--- src/rtl/vball_gfx_server_if.sv ---
// Bus bundle for vball_gfx_server.
// Carries the graphics-ROM byte read port (gfx_*) toward the background
// engine and the 16-bit word req/ack port (sdr_*) toward the SDRAM controller.
//   slave  : view of the cache server (takes gfx reads, issues SDRAM requests)
//   master : view of the surrounding system / bench (issues gfx reads, answers SDRAM)
interface vball_gfx_server_if;
  logic        gfx_read;
  logic [18:0] gfx_addr;
  logic [7:0]  gfx_data;
  logic        gfx_valid;
  logic        gfx_busy;
  logic        sdr_req;
  logic [17:0] sdr_addr;
  logic        sdr_ack;
  logic [15:0] sdr_data;

  modport slave (
    input  gfx_read, gfx_addr, sdr_ack, sdr_data,
    output gfx_data, gfx_valid, gfx_busy, sdr_req, sdr_addr
  );

  modport master (
    output gfx_read, gfx_addr, sdr_ack, sdr_data,
    input  gfx_data, gfx_valid, gfx_busy, sdr_req, sdr_addr
  );
endinterface

--- src/rtl/vball_gfx_server.sv ---
// Graphics-ROM byte server for the background engine.
// Serves byte reads out of a 512 KB tile ROM in SDRAM through a two-line word
// cache: line A holds the demand word, line B the prefetched next word.
// Ports:
//   clk_sys  system clock, rising edge
//   reset    asynchronous, active-high
//   flush    level-sensitive cache invalidate (ROM download)
//   bus      slave side of vball_gfx_server_if (gfx_* read port, sdr_* word port)
module vball_gfx_server (
  input  logic              clk_sys,
  input  logic              reset,
  input  logic              flush,
  vball_gfx_server_if.slave bus
);

  typedef enum logic [1:0] {IDLE = 2'd0, FETCH = 2'd1, PREFETCH = 2'd2} state_t;

  function automatic logic [7:0] byte_sel(input logic [15:0] word, input logic odd);
    return odd ? word[15:8] : word[7:0];
  endfunction

  state_t      state, state_n;
  logic        req, req_n;
  logic [17:0] req_addr, req_addr_n;
  logic [7:0]  rd_data, rd_data_n;
  logic        rd_valid, rd_valid_n;
  logic        busy, busy_n;
  logic        a_vld, a_vld_n, b_vld, b_vld_n;
  logic [17:0] a_tag, a_tag_n, b_tag, b_tag_n;
  logic [15:0] a_dat, a_dat_n, b_dat, b_dat_n;
  logic [18:0] pend_addr, pend_addr_n;
  logic        pend_match, pend_match_n;
  logic        q_pf, q_pf_n;
  logic [17:0] q_pf_addr, q_pf_addr_n;
  logic        stale, stale_n;
  logic        ack, wr_ok, accept, hit_a, hit_b;
  logic [17:0] rd_tag;

  assign ack    = bus.sdr_ack && req;
  // A request that saw flush at any point must not refill a line.
  assign wr_ok  = ack && !flush && !stale;
  assign accept = bus.gfx_read && !busy;
  assign rd_tag = bus.gfx_addr[18:1];

  assign bus.gfx_data  = rd_data;
  assign bus.gfx_valid = rd_valid;
  assign bus.gfx_busy  = busy;
  assign bus.sdr_req   = req;
  assign bus.sdr_addr  = req_addr;

  always_comb begin
    state_n      = state;
    req_n        = req;
    req_addr_n   = req_addr;
    rd_data_n    = rd_data;
    rd_valid_n   = 1'b0;
    busy_n       = busy;
    a_vld_n      = a_vld;
    a_tag_n      = a_tag;
    a_dat_n      = a_dat;
    b_vld_n      = b_vld;
    b_tag_n      = b_tag;
    b_dat_n      = b_dat;
    pend_addr_n  = pend_addr;
    pend_match_n = pend_match;
    q_pf_n       = q_pf;
    q_pf_addr_n  = q_pf_addr;
    hit_a        = 1'b0;
    hit_b        = 1'b0;

    // Ack first, so a read in the same cycle sees the refreshed lines.
    if (ack) begin
      req_n = 1'b0;
      if (state == FETCH || (busy && pend_match)) begin
        // Demand word arrived (own fetch or the prefetch it was waiting on).
        if (wr_ok) begin
          a_tag_n = req_addr;
          a_dat_n = bus.sdr_data;
          a_vld_n = 1'b1;
        end
        if (state == PREFETCH) b_vld_n = 1'b0;
        rd_data_n    = byte_sel(bus.sdr_data, pend_addr[0]);
        rd_valid_n   = 1'b1;
        busy_n       = 1'b0;
        pend_match_n = 1'b0;
        q_pf_n       = 1'b0;
        state_n      = PREFETCH;
        req_addr_n   = req_addr + 18'd1;
      end else begin
        if (wr_ok) begin
          b_tag_n = req_addr;
          b_dat_n = bus.sdr_data;
          b_vld_n = 1'b1;
        end
        if (busy) begin
          state_n    = FETCH;
          req_addr_n = pend_addr[18:1];
          q_pf_n     = 1'b0;
        end else if (q_pf) begin
          state_n    = PREFETCH;
          req_addr_n = q_pf_addr;
          q_pf_n     = 1'b0;
        end else begin
          state_n = IDLE;
        end
      end
    end else if (state != IDLE && !req) begin
      // Request parked for one low cycle; raise it now (prefetches wait out flush).
      if (state == PREFETCH && flush) state_n = IDLE;
      else                            req_n   = 1'b1;
    end

    if (accept) begin
      hit_a = a_vld_n && !flush && (a_tag_n == rd_tag);
      hit_b = b_vld_n && !flush && (b_tag_n == rd_tag);
      if (hit_a) begin
        rd_data_n  = byte_sel(a_dat_n, bus.gfx_addr[0]);
        rd_valid_n = 1'b1;
      end else if (hit_b) begin
        rd_data_n  = byte_sel(b_dat_n, bus.gfx_addr[0]);
        rd_valid_n = 1'b1;
        a_tag_n    = b_tag_n;
        a_dat_n    = b_dat_n;
        a_vld_n    = 1'b1;
        b_vld_n    = 1'b0;
        if (state_n == IDLE) begin
          state_n    = PREFETCH;
          req_n      = !ack;
          req_addr_n = b_tag_n + 18'd1;
        end else if (req_n) begin
          q_pf_n      = 1'b1;
          q_pf_addr_n = b_tag_n + 18'd1;
        end else begin
          req_addr_n = b_tag_n + 18'd1;
        end
      end else begin
        busy_n       = 1'b1;
        pend_addr_n  = bus.gfx_addr;
        pend_match_n = 1'b0;
        if (state_n == IDLE) begin
          state_n    = FETCH;
          req_n      = !ack;
          req_addr_n = rd_tag;
        end else if (req_n) begin
          pend_match_n = (rd_tag == req_addr_n);
        end else begin
          state_n    = FETCH;
          req_addr_n = rd_tag;
        end
      end
    end

    if (flush) begin
      a_vld_n = 1'b0;
      b_vld_n = 1'b0;
    end
    stale_n = (req_n && !req) ? flush : (stale || flush);
  end

  always_ff @(posedge clk_sys or posedge reset) begin
    if (reset) begin
      state      <= IDLE;
      req        <= 1'b0;
      req_addr   <= '0;
      rd_data    <= '0;
      rd_valid   <= 1'b0;
      busy       <= 1'b0;
      a_vld      <= 1'b0;
      b_vld      <= 1'b0;
      pend_addr  <= '0;
      pend_match <= 1'b0;
      q_pf       <= 1'b0;
      q_pf_addr  <= '0;
      stale      <= 1'b0;
    end else begin
      state      <= state_n;
      req        <= req_n;
      req_addr   <= req_addr_n;
      rd_data    <= rd_data_n;
      rd_valid   <= rd_valid_n;
      busy       <= busy_n;
      a_vld      <= a_vld_n;
      b_vld      <= b_vld_n;
      pend_addr  <= pend_addr_n;
      pend_match <= pend_match_n;
      q_pf       <= q_pf_n;
      q_pf_addr  <= q_pf_addr_n;
      stale      <= stale_n;
    end
  end

  // Line tags and data are qualified by the valid bits.
  always_ff @(posedge clk_sys) begin
    a_tag <= a_tag_n;
    a_dat <= a_dat_n;
    b_tag <= b_tag_n;
    b_dat <= b_dat_n;
  end

endmodule
--- src/flat_wrapper.sv ---
// flat-port wrapper written by rule: the top's interface ports become plain ports
module vball_gfx_server_flat 
  (clk_sys, reset, flush, bus_gfx_read, bus_gfx_addr, bus_sdr_ack, bus_sdr_data, bus_gfx_data, bus_gfx_valid, bus_gfx_busy, bus_sdr_req, bus_sdr_addr);
  vball_gfx_server_if bus_i ();
  input  logic clk_sys;
  input  logic reset;
  input  logic flush;
  input wire logic [$bits(bus_i.gfx_read)-1:0] bus_gfx_read;
  input wire logic [$bits(bus_i.gfx_addr)-1:0] bus_gfx_addr;
  input wire logic [$bits(bus_i.sdr_ack)-1:0] bus_sdr_ack;
  input wire logic [$bits(bus_i.sdr_data)-1:0] bus_sdr_data;
  output wire logic [$bits(bus_i.gfx_data)-1:0] bus_gfx_data;
  output wire logic [$bits(bus_i.gfx_valid)-1:0] bus_gfx_valid;
  output wire logic [$bits(bus_i.gfx_busy)-1:0] bus_gfx_busy;
  output wire logic [$bits(bus_i.sdr_req)-1:0] bus_sdr_req;
  output wire logic [$bits(bus_i.sdr_addr)-1:0] bus_sdr_addr;
  assign bus_i.gfx_read = bus_gfx_read;
  assign bus_i.gfx_addr = bus_gfx_addr;
  assign bus_i.sdr_ack = bus_sdr_ack;
  assign bus_i.sdr_data = bus_sdr_data;
  assign bus_gfx_data = bus_i.gfx_data;
  assign bus_gfx_valid = bus_i.gfx_valid;
  assign bus_gfx_busy = bus_i.gfx_busy;
  assign bus_sdr_req = bus_i.sdr_req;
  assign bus_sdr_addr = bus_i.sdr_addr;
  vball_gfx_server u_core (.clk_sys(clk_sys), .reset(reset), .flush(flush), .bus(bus_i));
endmodule
--- config.mk ---
export PLATFORM = sky130hd
export DESIGN_NAME = vball_gfx_server_flat
export DESIGN_NICKNAME = d
export VERILOG_FILES = /design/src/rtl/vball_gfx_server_if.sv /design/src/rtl/vball_gfx_server.sv /design/src/flat_wrapper.sv
export SDC_FILE = /design/constraint.sdc
export NUM_CORES = 1
export LEC_CHECK = 0
export CELL_PAD_IN_SITES_DETAIL_PLACEMENT = 1
export CELL_PAD_IN_SITES_GLOBAL_PLACEMENT = 1
export CORE_AREA = 2 2 189 191
export CTS_BUF_LIST = sky130_fd_sc_hd__clkbuf_8
export CTS_CLUSTER_DIAMETER = 150
export CTS_CLUSTER_SIZE = 25
export DETAILED_ROUTE_END_ITERATION = 16
export DIE_AREA = 0 0 191 193
export HOLD_SLACK_MARGIN = 0.1
export PLACE_DENSITY = 0.51
export SLEW_MARGIN = 5
export SYNTH_ARGS = -nofsm -noshare
export SYNTH_HDL_FRONTEND = slang
export SYNTH_SLANG_ARGS = --single-unit
--- constraint.sdc ---
create_clock -name clk_sys -period 3.5 [get_ports clk_sys]
set_input_delay 0.7 -clock clk_sys [delete_from_list [all_inputs] [get_ports clk_sys]]
set_output_delay 0.7 -clock clk_sys [all_outputs]
set_load 0.005 [all_outputs]
==> results of run 1 <==
## cells by family (layout without fill, tap and decap cells)
group                    after synthesis  in the layout
XOR/XNOR                              52             52
flip-flops                           141            141
adder cells (fa/ha/maj)                2              2
multiplexers                         172            172
AND/OR/NAND/NOR                      235            235
buffers and inverters                131            352
AO/OA/AOI/OAI                        214            214
## flip-flops by register name (all words and copies together), names as in the netlist
register              flops
u_core.pend_addr         19
u_core.a_tag             18
u_core.b_tag             18
u_core.bus.sdr_addr      18
u_core.q_pf_addr         18
u_core.a_dat             16
u_core.b_dat             16
u_core.bus.gfx_data       8
u_core.state              2
u_core.a_vld              1
u_core.b_vld              1
u_core.bus.gfx_busy       1
u_core.bus.gfx_valid      1
u_core.bus.sdr_req        1
u_core.pend_match         1
u_core.q_pf               1
u_core.stale              1
## critical path: cells and delay by family, from the launching register on
| family | cells | cell delay [ps] |
|---|---|---|
| buffers and inverters | 4 | 740 |
| DFF | 1 | 400 |
| muxes | 1 | 290 |
| and+or+nand+nor | 7 | 1760 |
## layout by cell type (no fill, tap or decap), types with 8 or more instances in the layout
cell / netlist / layout
nor2b_1: 9 / 8
nor2_1: 33 / 33
a21oi_1: 54 / 53
and2_1: 13 / 13
nand4_1: 17 / 17
mux2_2: 28 / 28
mux2_4: 0 / 9
nor3_1: 16 / 15
buf_4: 3 / 177
o21ai_0: 54 / 53
xnor2_1: 42 / 42
mux2i_1: 135 / 130
buf_12: 0 / 9
dfxtp_1: 68 / 68
nor4_1: 16 / 14
dfrtp_1: 73 / 73
nand2b_1: 8 / 8
nand2_1: 67 / 66
clkbuf_8: 0 / 19
inv_1: 61 / 62
nand3_1: 15 / 15
o22ai_1: 10 / 10
clkdlybuf4s50_1: 0 / 66
xor2_1: 10 / 10
and3_1: 16 / 16
o31ai_1: 11 / 9
## Yosys cell counts, types with 4 or more instances
| master | n | share of area |
|---|---|---|
| buf_2 | 11 | 0.0064 |
| nand2_1 | 67 | 0.029 |
| o21ai_0 | 54 | 0.031 |
| nor2_1 | 33 | 0.014 |
| dfxtp_1 | 68 | 0.16 |
| a221oi_1 | 6 | 0.0061 |
| nor3_1 | 16 | 0.0093 |
| a22o_1 | 4 | 0.0041 |
| nand4_1 | 17 | 0.012 |
| xor2_1 | 10 | 0.010 |
| nor2b_1 | 9 | 0.0065 |
| nand2b_1 | 8 | 0.0058 |
| o32ai_1 | 8 | 0.0081 |
| inv_1 | 61 | 0.027 |
| o31ai_1 | 11 | 0.0096 |
| xnor2_1 | 42 | 0.043 |
| a31oi_1 | 7 | 0.0051 |
| mux2i_1 | 135 | 0.16 |
| dfrtp_1 | 73 | 0.21 |
| buf_1 | 4 | 0.0017 |
| and2_1 | 13 | 0.0094 |
| nand3b_1 | 4 | 0.0035 |
| nor4_1 | 16 | 0.012 |
| nand3_1 | 15 | 0.0087 |
| o221ai_1 | 6 | 0.0061 |
| and3_1 | 16 | 0.012 |
| o22ai_1 | 10 | 0.0072 |
| mux2_2 | 28 | 0.037 |
| a21oi_1 | 54 | 0.031 |
| o211ai_1 | 5 | 0.0043 |
| a2111oi_0 | 6 | 0.0061 |
| mux2_1 | 9 | 0.012 |
| clkbuf_1 | 49 | 0.021 |
## final timing paths
check                                                  endpoint  slack, ps  depth (start not counted)
max in group asynchronous                u_core.b_vld$_DFF_PP0_       2170                          3
worst max register to register  u_core.q_pf_addr[3]$_DFFE_PP0P_        160                         12
min in group asynchronous       u_core.q_pf_addr[7]$_DFFE_PP0P_        620                          2
worst max-delay path            u_core.q_pf_addr[3]$_DFFE_PP0P_        160                         12
worst min register to register          u_core.b_dat[2]$_DFF_P_        480                          2
worst min-delay path                    u_core.b_dat[2]$_DFF_P_        480                          2
## power groups by stage
stage	combinational (mW)	clock [mW]	sequential [mW]
2_1_floorplan	2.53	0	2.58
3_3_place_gp	4.80	0	2.80
3_5_place_dp	4.84	0	2.81
4_1_cts	4.87	1.41	2.78
5_1_grt	5.31	1.47	2.87
6_report	4.93	1.36	2.80
## routing by layer
metal / GRT usage / share of wire
met1: 0.292 / 0.46
met2: 0.366 / 0.47
met3: 0.0331 / 0.044
met4: 0.0713 / 0.021
met5: 0 / 0
## through the flow
step	instance area [um^2]	power, mW
detailed placement	11200	7.65
finish	11700	9.09
floorplan	8750	5.11
global placement	11200	7.60
global route	11700	9.64
CTS	11600	9.07
## layout make-up
cell class              instances  area share
flip-flops and latches        141       0.272
multi-input cells             675       0.433
well taps                     461      0.0492
clock buffers                  19      0.0223
repair buffers                259       0.193
inverters                      61      0.0196
clock inverters                13      0.0108
## what timing repair did
| item | 4_1_cts | 5_1_grt |
|---|---|---|
| endpoints found under the setup margin | 57 | 102 |
| gates cloned | 0 | 1 |
| buffers inserted | 0 | 3 |
| pin swaps | 2 | 6 |
| gates resized for setup | 5 | 16 |
==> metrics.yaml, run 1 <==
yosys:
  synth_top_family_by_area: "multiplexers"
  synth_enable_flop_cells: 0
  yosys.area_share.simple: 0.146
  seq_area_frac_synth: 0.369
  syn_inst: 947
  synth_compound_area_frac: 0.163
  syn_area_um2: 8640
  syn_nets: 989
  ys_seq_elements: 141
  synthXorXnorAreaFrac: 0.0527
  synth_ff_type: "dfrtp_1"
  ys_async_sr_fraction: 0.518
  yosys-mux-area-fraction: 0.205
  synth_cell_types: 75
  yosys_warnings: 0
  syn_area_per_cell_um2: 9.12
  post_synth_fa_ha_maj_area_fraction: 0.00290
grt:
  grt_use_total: 0.220
  grt_pass1_wl_um: 58600
  grt_pass1_vias: 8719
  grt-ovfl-total: 0
  grt_max_degree: 48
  antenna_found_initial: 0
cells_and_area:
  fill_cells: 4072
  fin_util: 0.335
  multi_input_area_um2: 5080
  syn_to_final_growth_pct: 35.7
  fin_cells: 1629
  nNetsFinal: 1197
  regArea_um2: 3190
  antenna_cells: 0
  drive_above_1_share: 0.250
worst_setup_path:
  crit_chain: "buf_4 -> nand2b_1 -> buf_12 -> nand4_1 -> and3_1 -> or2_2 -> or4_4 -> nor4_4 -> buf_6 -> nand3_4 -> buf_4 -> mux2_4"
  cp-end-kind: "register"
  cp.arrival_ps: 3690
  r2r_start: "u_core.state[0]$_DFF_PP0_"
  cpMaxStageDelayCell: "or4_4"
  crit_required_ps: 3840
  critPathLaunch: "u_core.state[0]$_DFF_PP0_"
  cpPeakStageDelay_ps: 550
  crit_path_frequent_cell: "buf_4"
  crit_type: "reg2reg"
  path_max_fanout: 18
  startpoint_type: "register"
routing:
  vias: 8311
  wl_um: 39500
  drt-pass1-iter-count: 7
  drtAntennaViolNets: 0
  drt_iter0_drc: 511
  avgRoutedWirePerCell_um: 24.3
  drc: 0
  drt-vias-per-instance: 5.10
sta:
  rsz0062_at_grt: "false"
  setup_viol: 0
  hold_viol: 0
  slew_headroom: 0.443
  finalCriticalPeriod_ps: 3340
  report.final.slew_viol_count: 0
  worst_pin_slew_ps: 825
  setup_tns_ps: 0
  finalCritPeriodShare: 0.956
  layout_setup_ws_ps: 155
  holdWs_ps: 478
  fmax_mhz: 299
  skew_ps: 24.2
cts:
  path_clk_slew_ps: 100
  insertion_delay_ps: 480
  root_buffer: "clkbuf_8"
  cts_buffers: 17
  clock_sinks: 141
  cts_htree_levels: 4
  cts_tree: "done"
  clock_path_buffers: 2
  cts_hold_buf: 0
min_path:
  hp-class: "reg2reg"
  hp-start: "u_core.b_dat[2]$_DFF_P_"
floorplanning:
  pin_count: 69
  core-area_um2: 35000
  row_count: 69
  fp.dieW_um: 191
  dieArea_um2: 36900
  start_util: 0.247
  chipHeight_um: 193
pwr:
  pwr-share-clk: 0.150
  p_leak_nw: 5.39
  sw_frac_of_total: 0.433
  combinationalPowerShare: 0.543
  power.internal_mw: 5.15
  power_switching_mw: 3.94
  seq_power_share: 0.308
  p_per_area_nw_per_um2: 775
  ir_drop_mv: 0.320
place:
  dpl.cell_count: 1593
  gp_congestion: 0.949
  dp_hpwl_um: 30800
  dp_slack_ps: -729
  io_buffers: 68
run:
  max-cap-violations: 0
status:
  status: "complete, no violations"
Note: power is estimated with default switching activity, not from simulation.
==> inputs of run 2 (changes only) <==
Clock period 3.5 ns to 3 ns, I/O delays scaled along.
==> run 2 against run 1 <==
The run now ends with negative setup slack left. First-iteration DRC count is 28% higher. Clock-buffer cell count is 2 lower. Die area stayed put.
==> metrics.yaml, run 2 (synthesis results as in run 1) <==
worst_setup_path:
  crit_type: "in2reg"
  path_max_fanout: 5  # -13
  startpoint_type: "input port"
  crit_required_ps: 3380  # -460 ps
  cp.arrival_ps: 3640  # -50 ps
  cp-end-kind: "register"
cells_and_area:
  mostFrequentLayoutCells: "250 x buf_4, 125 x mux2i_1, 71 x dfrtp_1"
  fill_cells: 3904  # -4.1%
  stdcell_area_um2: 13800  # +18%
  fin_cells: 1753  # +7.6%
  syn_to_final_growth_pct: 60.3
  largest_reg_flops: 19  # unchanged
  antenna_cells: 0  # unchanged
  drive_above_1_share: 0.383  # +0.133
  multi_input_area_um2: 5770  # +13%
  top_register: "u_core.pend_addr"
  nNetsFinal: 1321  # +10%
  regArea_um2: 3190  # about the same
  final_common_cell: "buf_4"
  fin_util: 0.396  # +0.0606
pwr:
  seq_power_share: 0.269  # -0.039
  power_switching_mw: 5.18  # +32%
  pwr-share-clk: 0.147  # -0.003
  p_leak_nw: 6.38  # +18%
  combinationalPowerShare: 0.584  # +0.041
  power.internal_mw: 6.99  # +36%
  p_per_area_nw_per_um2: 879  # +13%
  ir_drop_mv: 0.339  # +5.8%
  sw_frac_of_total: 0.425  # -0.00759
  total_power_mw: 12.2  # +34%
grt:
  grt_use_total: 0.238  # +0.0179
  grt_pass1_wl_um: 63200  # +7.9%
  grt_max_degree: 50  # +4.2%
  grt_pass1_vias: 9470  # +8.6%
  antenna_found_initial: 0  # unchanged
  grt-ovfl-total: 0  # unchanged
sta:
  finalCriticalPeriod_ps: 3270
  hold_viol: 0  # unchanged
  report.final.slew_viol_count: 0  # unchanged
  rsz0062_at_grt: "true"
  worst_pin_slew_ps: 579  # -246 ps
  skew_ps: 21.3  # -2.92 ps
  holdWs_ps: 470  # -8.04 ps
  finalCritPeriodShare: 1.09
  slew_headroom: 0.614  # +0.171
  fmax_mhz: 306
  setup_viol: 102  # +102
  layout_setup_ws_ps: -265  # -420 ps
status:
  violations: "negative setup slack"
  status: "complete, but fails checks"
min_path:
  hp-class: "in2async"
routing:
  avgRoutedWirePerCell_um: 24.5  # +1.1%
  drc: 0  # unchanged
  drt-vias-per-instance: 5.16  # +1.2%
  drt-pass1-iter-count: 5  # -2
  drt_iter0_drc: 652  # +28%
  drtAntennaViolNets: 0  # unchanged
  wl_um: 43000  # +8.8%
  vias: 9052  # +8.9%
place:
  dp_hpwl_um: 31600  # +2.4%
  gp_congestion: 0.902  # -5.0%
  dpl.cell_count: 1663  # +4.4%
  dpl_cell_area_um2: 11900  # +6.1%
  io_buffers: 68  # unchanged
floorplanning:
  pin_count: 69  # unchanged
  fp.dieW_um: 191  # unchanged
  start_util: 0.247  # unchanged
  core-area_um2: 35000  # unchanged
  row_count: 69  # unchanged
  chipHeight_um: 193  # unchanged
  dieArea_um2: 36900  # unchanged
cts:
  root_buffer: "clkbuf_8"
  path_clk_slew_ps: 90  # about the same
  cts_buffers: 17  # unchanged
  cts_htree_levels: 4  # unchanged
  cts_hold_buf: 0  # unchanged
  clock_path_buffers: 2  # unchanged
  insertion_delay_ps: 510  # +30 ps
  clock_sinks: 141  # unchanged
  cts_tree: "done"
run:
  max-cap-violations: 0  # unchanged
==> run 2: cell types whose count changed in the layout (fill, tap and decap cells not counted), sizes merged <==
cell	previous run	this run
bufinv	2	4
dlymetal6s2s	1	4
inv	62	64
clkbuf	20	17
dlygate4sd2	1	2
bufbuf	0	1
buf	190	314
clkinvlp	1	2
clkdlybuf4s50	66	62
clkinv	9	6
==> run 2: area by class of cell <==
| class | instances | area share |
|---|---|---|
| timing repair buffer | 383 | 0.263 |
| multi-input combinational | 675 | 0.417 |
| inverter | 61 | 0.0166 |
| clock buffer | 17 | 0.0169 |
| tap | 461 | 0.0417 |
| clock inverter | 15 | 0.0143 |
| sequential | 141 | 0.230 |
==> run 2: repair_timing <==
action                     CTS  global route
gates resized for setup    121            94
setup buffers               33            29
cloned                      10             0
pin swaps                   21            31
setup endpoints to repair  107           106
==> run 2: final timing paths <==
kind,startpoint,endpoint,slack [ps],depth (start not counted)
setup / recovery,flush,u_core.q_pf_addr[1]$_DFFE_PP0P_,-270,12
hold / removal,reset,u_core.q_pf_addr[8]$_DFFE_PP0P_,470,2
setup reg to reg,u_core.stale$_DFF_PP0_,u_core.q_pf_addr[1]$_DFFE_PP0P_,-250,11
hold reg to reg,u_core.b_dat[5]$_DFF_P_,u_core.b_dat[5]$_DFF_P_,480,2
max in group asynchronous,reset,u_core.bus.sdr_req$_DFF_PP0_,1820,3
min in group clk_sys,u_core.b_dat[5]$_DFF_P_,u_core.b_dat[5]$_DFF_P_,480,2
==> run 2: power by group through the flow <==
stage	sequential (mW)	combinational, mW	clock (mW)
after floorplan	3.01	3.00	0
final	3.27	7.11	1.79
after CTS	3.23	6.59	1.83
after global routing	3.33	7.57	1.91
after global placement	3.22	6.07	0
after detailed placement	3.23	6.12	0
==> run 2: metal layers <==
metal,share of wire,global-route usage
met1,0.45,0.310
met2,0.47,0.394
met3,0.050,0.0398
met4,0.032,0.0897
met5,0,0
==> run 2: worst max-delay path: stages <==
cell and delay (ps):
dlygate4sd2_1 270, nand4bb_4 310, nor3_4 230, buf_12 170, mux2i_4 270, xnor2_2 110, or4_4 500, nor4_4 350
buf_4 180, nand3_4 150, buf_12 200, mux2_4 290
==> run 2: per-stage QoR <==
step                      setup WS, ps  TNS, ps
after floorplan                   -399   -19830
after global placement           -1260  -112180
after detailed placement         -1150  -106660
after CTS                         -276   -16790
after global routing              -386   -27100
final                             -265   -15850
